--- src/rtl/gat_feat_stream_reader.sv ---
// gat_feat_stream_reader: sweeps the feature BRAM and streams every word out over AXI-Stream with credit-based latency absorption
module gat_feat_stream_reader #(
    parameter int NEW_FEATURE_WIDTH  = 32,
    parameter int NUM_SUBGRAPHS      = 2708,
    parameter int NUM_FEATURE_OUT    = 16,
    parameter int NEW_FEATURE_DEPTH  = NUM_SUBGRAPHS * NUM_FEATURE_OUT,
    parameter int NEW_FEATURE_ADDR_W = $clog2(NEW_FEATURE_DEPTH),
    parameter int BRAM_LATENCY       = 2,
    parameter int FIFO_DEPTH         = BRAM_LATENCY + 2
) (
    input  logic                          clk,
    input  logic                          rst,
    input  logic                          start,
    input  logic [NEW_FEATURE_ADDR_W:0]   rd_len,
    input  logic                          gat_ready,
    output logic                          busy,
    output logic                          done,
    output logic [NEW_FEATURE_ADDR_W+1:0] feat_bram_addrb,
    input  logic [NEW_FEATURE_WIDTH-1:0]  feat_bram_dout,
    output logic [NEW_FEATURE_WIDTH-1:0]  m_axis_tdata,
    output logic                          m_axis_tvalid,
    input  logic                          m_axis_tready,
    output logic                          m_axis_tlast
);
    localparam int LW = NEW_FEATURE_ADDR_W + 1;
    localparam int CW = $clog2(FIFO_DEPTH + 1);
    localparam int PW = $clog2(FIFO_DEPTH);
    typedef enum logic [1:0] {S_IDLE, S_WAIT, S_STREAM, S_DONE} state_t;
    state_t                       state_q;
    logic [LW-1:0]                len_q, issue_cnt_q, pop_cnt_q, len_clamped;
    logic [BRAM_LATENCY-1:0]      pipe_q;
    logic [CW-1:0]                fifo_cnt_q, inflight;
    logic [CW:0]                  occ;
    logic [PW-1:0]                wr_ptr_q, rd_ptr_q;
    logic [NEW_FEATURE_WIDTH-1:0] mem_q [FIFO_DEPTH];
    logic [LW+1:0]                addr_q;
    logic                         pop, push, issue, last_word;
    always_comb begin
        inflight = '0;
        for (int i = 0; i < BRAM_LATENCY; i++) inflight = inflight + CW'(pipe_q[i]);
    end
    assign len_clamped     = rd_len > LW'(NEW_FEATURE_DEPTH) ? LW'(NEW_FEATURE_DEPTH) : rd_len;
    assign m_axis_tvalid   = fifo_cnt_q != '0;
    assign m_axis_tdata    = mem_q[rd_ptr_q];
    assign last_word       = pop_cnt_q == len_q - LW'(1);
    assign m_axis_tlast    = m_axis_tvalid && last_word;
    assign pop             = m_axis_tvalid && m_axis_tready;
    assign push            = pipe_q[BRAM_LATENCY-1];
    // words in flight plus buffered words, net of this cycle's pop, must leave room for a new read
    assign occ             = (CW+1)'(inflight) + (CW+1)'(fifo_cnt_q) - (CW+1)'(pop);
    assign issue           = state_q == S_STREAM && gat_ready && issue_cnt_q < len_q && occ < (CW+1)'(FIFO_DEPTH);
    assign busy            = state_q == S_WAIT || state_q == S_STREAM;
    assign done            = state_q == S_DONE;
    assign feat_bram_addrb = addr_q;
    always_ff @(posedge clk) begin
        if (rst) begin
            state_q     <= S_IDLE;
            len_q       <= '0;
            issue_cnt_q <= '0;
            pop_cnt_q   <= '0;
            pipe_q      <= '0;
            fifo_cnt_q  <= '0;
            wr_ptr_q    <= '0;
            rd_ptr_q    <= '0;
            addr_q      <= '0;
            for (int i = 0; i < FIFO_DEPTH; i++) mem_q[i] <= '0;
        end else begin
            pipe_q     <= (pipe_q << 1) | BRAM_LATENCY'(issue);
            fifo_cnt_q <= fifo_cnt_q + CW'(push) - CW'(pop);
            if (issue) begin
                addr_q      <= {issue_cnt_q[NEW_FEATURE_ADDR_W-1:0], 2'b00};
                issue_cnt_q <= issue_cnt_q + LW'(1);
            end
            if (push) begin
                mem_q[wr_ptr_q] <= feat_bram_dout;
                wr_ptr_q        <= wr_ptr_q == PW'(FIFO_DEPTH - 1) ? '0 : wr_ptr_q + PW'(1);
            end
            if (pop) begin
                rd_ptr_q  <= rd_ptr_q == PW'(FIFO_DEPTH - 1) ? '0 : rd_ptr_q + PW'(1);
                pop_cnt_q <= pop_cnt_q + LW'(1);
            end
            case (state_q)
                S_IDLE: if (start) begin
                    len_q       <= len_clamped;
                    issue_cnt_q <= '0;
                    pop_cnt_q   <= '0;
                    state_q     <= len_clamped == '0 ? S_DONE : S_WAIT;
                end
                S_WAIT:   state_q <= gat_ready ? S_STREAM : S_WAIT;
                S_STREAM: state_q <= pop && last_word ? S_DONE : S_STREAM;
                default:  state_q <= S_IDLE;
            endcase
        end
    end
endmodule

--- config.mk ---
export PLATFORM = sky130hd
export DESIGN_NAME = gat_feat_stream_reader
export DESIGN_NICKNAME = d
export VERILOG_FILES = /design/src/rtl/gat_feat_stream_reader.sv
export SDC_FILE = /design/constraint.sdc
export NUM_CORES = 1
export LEC_CHECK = 0
export CELL_PAD_IN_SITES_DETAIL_PLACEMENT = 1
export CELL_PAD_IN_SITES_GLOBAL_PLACEMENT = 2
export CORE_MARGIN = 5
export CORE_UTILIZATION = 35
export CTS_BUF_LIST = sky130_fd_sc_hd__clkbuf_2
export CTS_CLUSTER_DIAMETER = 120
export DETAILED_ROUTE_END_ITERATION = 7
export PLACE_DENSITY = 0.8
export SETUP_SLACK_MARGIN = 0.05
export SYNTH_ARGS = -nofsm -noshare
export SYNTH_HDL_FRONTEND = slang
export SYNTH_SLANG_ARGS = --single-unit
--- constraint.sdc ---
create_clock -name clk -period 3.95 [get_ports clk]
set_clock_uncertainty 0.05 [all_clocks]
set_input_delay 1.185 -clock clk [delete_from_list [all_inputs] [get_ports clk]]
set_output_delay 1.185 -clock clk [all_outputs]
set_load 0.005 [all_outputs]
==> flow_summary.json <==
{
  "portBuffers": 105,
  "hpwl_mm": 18.18,
  "cp-end-kind": "output port",
  "rows": 61,
  "coreArea_um2": 28010,
  "die_area_um2": 32030,
  "syn_area_per_cell_um2": 11.65,
  "critPathBufInv": 3,
  "worst_pin_slew_ns": 1.183,
  "layout.nets": 1111,
  "cts.sinks": 208,
  "drtIter0Drc": 375,
  "violations": "negative setup slack",
  "status": "finished with violations",
  "use_met2_pct": 28.65,
  "whs_ns": 0.4401,
  "routed_wl_mm": 26.89,
  "crit_family": "simple AND/OR/NAND/NOR gates",
  "finalPower_mw": 5.574,
  "io-pin-count": 108,
  "ys.flop_type": "edfxtp_1",
  "track_usage_pct": 16.87,
  "period_share_pct": 102.1,
  "final_cell_mix": "and2_1, edfxtp_1, clkdlybuf4s50_1",
  "vias_per_cell": 5.067,
  "cp-start-kind": "flop",
  "slew-limit-headroom_pct": 21.15,
  "die_h_um": 179.0,
  "hold_violations": 0,
  "initial_core_util_pct": 35.67,
  "clockRootBuffer": "clkbuf_2",
  "synth_edf_count": 128,
  "setup_ws_ns": -0.08299,
  "drc": 0,
  "crit_fanout": 3,
  "netlist_area_um2": 9992,
  "drtPass1Iterations": 5,
  "clock_latency_ns": 0.85,
  "grt_pass1_vias": 7840,
  "slowest_delay_ns": 0.37,
  "cp_data_arrival_time_ns": 2.80,
  "wl_per_cell_um": 18.69,
  "path_clk_slew_ns": 0.10,
  "clockBufferDepth": 3,
  "place.gp.congestion": 0.7789,
  "grt_busiest_layer": "met2",
  "finalSetupViolations": 1,
  "nFillCells": 3073,
  "cts-htree-levels": 2,
  "seq_area_frac_synth_pct": 54.50,
  "synthCells": 858,
  "fp.dieW_um": 179.0,
  "grt_max_degree": 35,
  "final_util_pct": 44.23,
  "syn_to_final_growth_pct": 23.99,
  "synth_top_area_share_pct": 38.47,
  "numCtsBuffers": 54,
  "ys_ff_latch": 208,
  "required_ns": 2.71,
  "vias": 7292,
  "synth_cell_types": 62,
  "yosys.area.top_type": "edfxtp_1",
  "fin_cells": 1439,
  "peakVddDrop_v": 0.0003689,
  "slew_violations": 0,
  "synthTopCellsByArea": "edfxtp_1, dfxtp_1, and2_1, mux4_2, ha_1",
  "grt-ovfl-total": 0,
  "grt_use_met1_pct": 22.06,
  "leakagePower_nw": 4.583,
  "layout_min_cycle_time_ns": 4.033,
  "cts_tree": "yes",
  "async_reset_ff_share_pct": 0,
  "drive_gt1_share_pct": 19.34,
  "path_class": "reg2out",
  "grt_pass1_wl_mm": 42.82,
  "rsz0062_at_grt": "true",
  "crit_chain": "buf_6 > nor4_4 > buf_4 > nand4_1 > xnor2_1 > a311oi_2 > nand2_1 > nor3_2 > buf_2",
  "antenna_found_initial": 1,
  "timing.fmax_mhz": 248.0,
  "holdBufCountCts": 0,
  "tns_ns": -0.08299,
  "maxCapViolations": 0,
  "slowest_stage": "dfxtp_4",
  "powerDensity_nw_per_um2": 449.9,
  "met3_usage_pct": 3.311,
  "final_common_cell": "and2_1",
  "yosysWarningCount": 0,
  "drtAntennaViolNets": 0,
  "placed_cells": 1335,
  "hold_class": "reg2reg"
}
routing by layer:
layer | up-vias | share of wire, %
li1 | 3506 | -
met1 | 3608 | 45
met2 | 138 | 49
met3 | 40 | 4.4
met4 | 0 | 1.6
met5 | - | 0
Yosys cell counts, drive strengths merged, types with 2 or more instances:
library cell / count
nor2: 41
and4: 4
nand3b: 2
nand4b: 2
buf: 14
o211ai: 3
nand3: 31
or3: 7
clkbuf: 36
mux4: 32
nor2b: 4
edfxtp: 128
and2: 131
nand2b: 5
a211oi: 2
ha: 31
nor3: 13
a311oi: 2
nor3b: 3
a21oi: 50
xnor2: 17
o22ai: 3
a22oi: 5
or2: 5
a22o: 11
o21ai: 36
dfxtp: 80
nand4: 20
nor4: 6
o31ai: 12
or4: 12
inv: 32
xor2: 25
and3: 8
nand2: 24
a311o: 2
a21o: 3
final timing paths:
check                                   start        endpoint  slack, ns  cells after the start
worst max register to register  fifo_cnt_q[1]  issue_cnt_q[6]       0.52                     13
worst min-delay path               addr_q[13]      addr_q[13]       0.44                      2
worst max-delay path                 len_q[0]    m_axis_tlast      -0.08                      9
worst min register to register     addr_q[13]      addr_q[13]       0.44                      2
cell families after synthesis:
family,count (synthesis),share of synthesized area [%]
multiplexers,33,7.313
flip-flops,208,54.50
other,1,0.03753
AND/OR/NAND/NOR,320,18.46
buffers and inverters,83,3.306
XOR/XNOR,42,3.681
adder cells (fa/ha/maj),32,4.082
AO/OA/AOI/OAI,139,8.628
through the flow:
step / area [um^2] / setup slack [ns]
global route: 12390 / -0.3014
floorplan: 9996 / 0.4217
CTS: 12370 / -0.1612
global placement: 11750 / -0.2148
finish: 12390 / -0.08299
detailed placement: 11750 / -0.1998
area by class of cell:
| cell class | count | area (um^2) | share of cell area [%] |
|---|---|---|---|
| multi-input combinational | 568 | 4327 | 34.92 |
| antenna | 1 | 2.502 | 0.02020 |
| tap | 378 | 473.0 | 3.817 |
| clock inverter | 8 | 47.55 | 0.3838 |
| timing repair buffer | 160 | 1541 | 12.44 |
| inverter | 33 | 128.9 | 1.040 |
| clock buffer | 83 | 415.4 | 3.353 |
| sequential | 208 | 5454 | 44.02 |
where the power goes:
group | internal, mW | switching [mW] | leakage [nW] | total, mW
clock | 0.562 | 0.891 | 0.367 | 1.45
sequential | 2.39 | 0.0705 | 1.97 | 2.46
combinational | 0.828 | 0.834 | 2.25 | 1.66
sequential cells by signal, summed over array words and instances (netlist names), named ones only:
signal and cells:
rd_ptr_q 2, state_q 2, fifo_cnt_q 3, mem_q 128, issue_cnt_q 17, addr_q 16, pipe_q 2, len_q 17
wr_ptr_q 2, pop_cnt_q 17
timing repair:
action | CTS | global route
gates resized for setup | 21 | 7
pin swaps | 11 | 8
buffers inserted | 12 | 1
cloned | 0 | 0
endpoints found under the hold margin | 0 | 0
endpoints found under the setup margin | 1 | 1
worst register-to-register path: cells and delay by family (launching register included):
family,cells,cell delay (ns)
adders and majority gates,2,0.53
DFF,1,0.37
and+or+nand+nor,4,1.31
buffers and inverters,3,0.28
AOI/OAI and AO/OA,4,0.78
No activity file was read; power rests on OpenSTA's default activity.
